File: src/rtl/ysyx_22041412_alu_arb.sv
`default_nettype none
// ============================================================================
// Module      : ysyx_22041412_alu_arb
// Description : Two-requester round-robin front end for one shared
//               combinational ALU. One op is accepted in IDLE, and its
//               operands are latched. The ALU result is registered in EXEC.
//               The result is then presented on the owner's response channel
//               in RESP until that channel accepts it.
// Revision    : 1.0 - initial release
// ----------------------------------------------------------------------------
// Ports
//   clk, rst_n                  clock, asynchronous active-low reset
//   reqN_valid / reqN_ready     request handshake, N = 0,1
//   reqN_scr1, reqN_scr2        operands (XLEN)
//   reqN_opcode/func3/func7     ALU operation select
//   rspN_valid / rspN_ready     response handshake, N = 0,1
//   rspN_result                 response data, zero when rspN_valid is low
//   alu_scr1/scr2/opcode/func3/func7  drive to the shared ALU (registered)
//   alu_result                  ALU output, same cycle as alu_* drive
//   busy                        high whenever an op is in flight
// ============================================================================
module ysyx_22041412_alu_arb #(
  parameter int XLEN = 64
) (
  input  logic            clk,
  input  logic            rst_n,
  input  logic            req0_valid,
  output logic            req0_ready,
  input  logic [XLEN-1:0] req0_scr1,
  input  logic [XLEN-1:0] req0_scr2,
  input  logic [6:0]      req0_opcode,
  input  logic [2:0]      req0_func3,
  input  logic            req0_func7,
  input  logic            req1_valid,
  output logic            req1_ready,
  input  logic [XLEN-1:0] req1_scr1,
  input  logic [XLEN-1:0] req1_scr2,
  input  logic [6:0]      req1_opcode,
  input  logic [2:0]      req1_func3,
  input  logic            req1_func7,
  output logic            rsp0_valid,
  input  logic            rsp0_ready,
  output logic [XLEN-1:0] rsp0_result,
  output logic            rsp1_valid,
  input  logic            rsp1_ready,
  output logic [XLEN-1:0] rsp1_result,
  output logic [XLEN-1:0] alu_scr1,
  output logic [XLEN-1:0] alu_scr2,
  output logic [6:0]      alu_opcode,
  output logic [2:0]      alu_func3,
  output logic            alu_func7,
  input  logic [XLEN-1:0] alu_result,
  output logic            busy
);

  typedef enum logic [1:0] {
    ST_IDLE = 2'd0,
    ST_EXEC = 2'd1,
    ST_RESP = 2'd2
  } state_t;

  state_t          r_state;
  state_t          w_state_nxt;
  logic            r_last_grant;
  logic            r_owner;
  logic [XLEN-1:0] r_scr1;
  logic [XLEN-1:0] r_scr2;
  logic [6:0]      r_opcode;
  logic [2:0]      r_func3;
  logic            r_func7;
  logic [XLEN-1:0] r_result;

  logic            w_grant0;
  logic            w_grant1;
  logic            w_accept;
  logic            w_rsp_ready;

  // When both requesters are valid, the one that was not served last wins.
  // last_grant resets to 1, so requester 0 wins the first contention.
  assign w_grant0 = req0_valid && (!req1_valid || r_last_grant);
  assign w_grant1 = req1_valid && (!req0_valid || !r_last_grant);

  // The state already reads IDLE during reset. The explicit rst_n term keeps
  // ready low while reset is held.
  assign req0_ready = rst_n && (r_state == ST_IDLE) && w_grant0;
  assign req1_ready = rst_n && (r_state == ST_IDLE) && w_grant1;
  assign w_accept   = req0_ready || req1_ready;

  assign w_rsp_ready = r_owner ? rsp1_ready : rsp0_ready;

  always_comb begin
    w_state_nxt = r_state;
    case (r_state)
      ST_IDLE: if (w_accept)    w_state_nxt = ST_EXEC;
      ST_EXEC:                  w_state_nxt = ST_RESP;
      ST_RESP: if (w_rsp_ready) w_state_nxt = ST_IDLE;
      default:                  w_state_nxt = ST_IDLE;
    endcase
  end

  always_ff @(posedge clk or negedge rst_n) begin
    if (!rst_n) begin
      r_state <= ST_IDLE;
    end else begin
      r_state <= w_state_nxt;
    end
  end

  // Operands change only on the accept edge. This keeps the ALU inputs
  // stable for the whole operation.
  always_ff @(posedge clk or negedge rst_n) begin
    if (!rst_n) begin
      r_last_grant <= 1'b1;
      r_owner      <= 1'b0;
      r_scr1       <= '0;
      r_scr2       <= '0;
      r_opcode     <= '0;
      r_func3      <= '0;
      r_func7      <= 1'b0;
      r_result     <= '0;
    end else begin
      if (w_accept) begin
        r_owner      <= req1_ready;
        r_last_grant <= req1_ready;
        r_scr1       <= req1_ready ? req1_scr1   : req0_scr1;
        r_scr2       <= req1_ready ? req1_scr2   : req0_scr2;
        r_opcode     <= req1_ready ? req1_opcode : req0_opcode;
        r_func3      <= req1_ready ? req1_func3  : req0_func3;
        r_func7      <= req1_ready ? req1_func7  : req0_func7;
      end
      if (r_state == ST_EXEC) begin
        r_result <= alu_result;
      end
    end
  end

  assign alu_scr1   = r_scr1;
  assign alu_scr2   = r_scr2;
  assign alu_opcode = r_opcode;
  assign alu_func3  = r_func3;
  assign alu_func7  = r_func7;

  assign rsp0_valid  = (r_state == ST_RESP) && !r_owner;
  assign rsp1_valid  = (r_state == ST_RESP) &&  r_owner;
  assign rsp0_result = rsp0_valid ? r_result : '0;
  assign rsp1_result = rsp1_valid ? r_result : '0;

  assign busy = (r_state != ST_IDLE);

endmodule

`default_nettype wire
File: config.mk
export PLATFORM = sky130hd
export DESIGN_NAME = ysyx_22041412_alu_arb
export DESIGN_NICKNAME = d
export VERILOG_FILES = /design/src/rtl/ysyx_22041412_alu_arb.sv
export SDC_FILE = /design/constraint.sdc
export NUM_CORES = 1
export LEC_CHECK = 0
export CORE_AREA = 2 2 241 243
export DETAILED_ROUTE_END_ITERATION = 8
export DIE_AREA = 0 0 243 245
export PLACE_DENSITY = 0.55
export SLEW_MARGIN = 20
export SYNTH_ARGS = -nofsm -noshare
export SYNTH_HDL_FRONTEND = slang
export SYNTH_SLANG_ARGS = --single-unit
File: constraint.sdc
create_clock -name clk -period 1.9 [get_ports clk]
set_input_delay 0.38 -clock clk [delete_from_list [all_inputs] [get_ports clk]]
set_output_delay 0.38 -clock clk [all_outputs]
set_load 0.1 [all_outputs]
==> results.py <==
metrics = {
    "status": {
        "status": "finished with violations",
        "violations": "setup timing",
    },
    "cts": {
        "clock_latency_ns": 0.55,
        "cts_buffers": 26,
        "clkTransAtPathRegs_ns": 0.06,
        "root_buffer": "clkbuf_16",
        "clock_sinks": 207,
        "cts_max_level": 1,
        "clk_path_buf_depth": 3,
        "cts_tree": "done",
    },
    "setup_path": {
        "critical-path-top-delay-family": "buffers and inverters",
        "setup.worst_path.class": "reg -> out",
        "crit_arrival_ns": 1.90,
        "critPathCaptureType": "primary output",
        "cpPeakStageDelay_ns": 0.37,
        "cp_data_required_time_ns": 1.52,
        "crit_buf_inv": 4,
        "cp_max_fo": 8,
        "crit_chain": "nand2b_4 > nor2_4 > buf_12 > buf_12 > buf_16 > and2_4 > buf_12",
        "cp_slowest_cell": "dfrtp_1",
        "startpoint_type": "flop",
        "cp_common_cell": "buf_12",
    },
    "routing": {
        "dr.pass1.iters": 5,
        "ant_nets": 0,
        "vias": 12000,
        "drc": 0,
        "wl_per_cell_um": 21.4,
        "first_iter_violations": 584,
        "vias_per_cell": 4.76,
        "drt-total-wl_um": 54000,
    },
    "floorplan": {
        "die_x_um": 243,
        "ios": 620,
        "num_rows": 88,
        "start_util_pct": 18.9,
        "die_area_mm2": 0.0595,
        "fp.dieH_um": 245,
        "core-area_mm2": 0.0570,
    },
    "global_route": {
        "antenna_found_initial": 1,
        "grt_pass1_wl_um": 75400,
        "grt-ovfl-total": 0,
        "first_global_vias": 11600,
        "grt_usage_pct": 16.1,
        "grt_max_degree": 105,
    },
    "timing": {
        "fin_tns_setup_ns": -52.38,
        "fmax_mhz": 439,
        "max_slew_margin_pct": 55.5,
        "setup_violations": 252,
        "worst_pin_slew_ns": 0.668,
        "min_period_over_period_pct": 120,
        "worst_slack_ns": -0.377,
        "hold_viol_final": 0,
        "final.setup_skew_ns": 0.0156,
        "maxSlewViolCount": 0,
        "rsz0062_at_grt": "true",
        "timing.final.crit_period_ns": 2.28,
    },
    "power_and_ir_drop": {
        "p_per_area_mw_per_mm2": 2010,
        "power.total_mw": 44.3,
        "max-vdd-ir-drop_uv": 1430,
        "p_leak_nw": 8.54,
    },
    "logic_synthesis": {
        "synth_edf_count": 0,
        "avgSynthCellArea_um2": 9.65,
        "ys_warn_count": 0,
        "yosysSeqAreaShare_pct": 47.9,
        "synth_area_mm2": 0.0108,
        "synthArstFlopShare_pct": 100,
        "synthCells": 1120,
        "ys.flop_type": "dfrtp_1",
        "yosysUniqueCellTypes": 26,
        "syn_nets": 1468,
        "synth_seq_cells": 207,
    },
    "placed_design": {
        "dp.final_hpwl_um": 36800,
        "placed_cell_area_mm2": 0.0200,
        "gp_congestion": 0.851,
        "portBuffers": 619,
        "pre_cts_slack_ns": -0.0861,
    },
    "cells_and_area": {
        "mostFrequentLayoutCell": "clkdlybuf4s50_1",
        "mostFrequentLayoutCells": "clkdlybuf4s50_1, buf_12, dfrtp_1, nand4_1, a21oi_1",
        "fin_nets": 2082,
        "drive_gt1_share_pct": 39.7,
        "synthToLayoutAreaGrowth_pct": 103,
        "finish.utilization_pct": 38.6,
        "antenna_cells": 0,
        "fin_area_mm2": 0.0220,
    },
    "run": {
        "drv_cap": 0,
    },
    "min_path": {
        "hold_class": "in -> reg",
    },
}
power by group:
part,internal (mW),leakage (nW),switching [mW]
clock network,3.09,0.437,2.04
registers,6.60,2.32,1.86
logic,9.98,5.78,20.7
metrics by stage:
step,hold slack [ns],std cells
6_report,0.401,2519
5_1_grt,0.384,2519
4_1_cts,0.344,2486
3_5_place_dp,0.502,2428
3_3_place_gp,0.498,2428
2_1_floorplan,0.0844,1120
flip-flops by register name (all words and copies together) (netlist names):
register      cells
alu_func3         3
alu_func7         1
alu_opcode        7
alu_scr1         64
alu_scr2         64
r_last_grant      1
r_owner           1
r_result         64
r_state           2
per-layer routing:
| layer | vias to the layer above | track usage, % | share of wire (%) |
|---|---|---|---|
| met5 | - | 0 | 0.024 |
| li1 | 5430 | - | - |
| met3 | 71 | 3.41 | 6.9 |
| met4 | 2 | 3.74 | 2.3 |
| met2 | 579 | 27.9 | 50 |
| met1 | 5897 | 20.5 | 41 |
layout make-up:
cell class,count,area (um^2)
clock buffers,37,773
clock inverters,11,114
fillers,5590,35000
inverters,2,11.3
multi-input cells,766,5470
flip-flops and latches,207,5180
well taps,765,957
repair buffers,731,9480
repair_timing:
action                                  4_1_cts  5_1_grt
cloned                                        3       16
hold endpoints to repair                    206        0
resized for setup                            32      143
endpoints found under the setup margin      151      258
setup buffers                                 6       18
pin swaps                                    24       37
hold buffers                                  1        0
worst paths after layout:
| kind | startpoint | to | slack (ns) | cells after the start |
|---|---|---|---|---|
| min reg2reg | r_result[52]$_DFFE_PN0N_ | r_result[52]$_DFFE_PN0N_ | 0.53 | 1 |
| min | req1_valid | alu_scr1[55]$_DFFE_PN0P_ | 0.40 | 4 |
| max reg2reg | r_state[1]$_DFFE_PN0P_ | alu_scr1[9]$_DFFE_PN0P_ | -0.23 | 10 |
| max in group asynchronous | rst_n | alu_scr2[51]$_DFFE_PN0P_ | 0.78 | 3 |
| min in group asynchronous | rst_n | r_state[0]$_DFFE_PN0P_ | 0.57 | 3 |
| max | r_state[0]$_DFFE_PN0P_ | rsp1_result[19] | -0.38 | 7 |
Yosys cell counts (2+ instances only):
library cell,instances,area [um^2]
a21o_1,2,15.0
a21oi_1,139,696
a31oi_1,110,688
a31oi_2,29,363
and2_1,129,807
buf_2,17,85.1
buf_4,3,22.5
buf_6,12,135
clkbuf_1,113,424
dfrtp_1,206,5150
inv_1,2,7.51
mux2_2,65,732
nand2b_1,2,12.5
nand4_1,139,870
nor2_1,3,11.3
o21ai_0,139,696
worst register-to-register path: stages (launching register included):
cell and delay, ns:
dfrtp_2 0.45, buf_12 0.14, or3b_4 0.42, buf_6 0.14, buf_6 0.11, buf_12 0.13
buf_16 0.15, buf_12 0.13, buf_12 0.12, o21ai_0 0.15, a31oi_1 0.10
cells by family after synthesis:
group	count (synthesis)	share of synthesized area, %
compound gates	421	22.9
simple gates	280	16.1
flops	207	47.9
buf+inv	147	6.24
mux	65	6.77
Note: power is estimated with default switching activity, not from simulation.
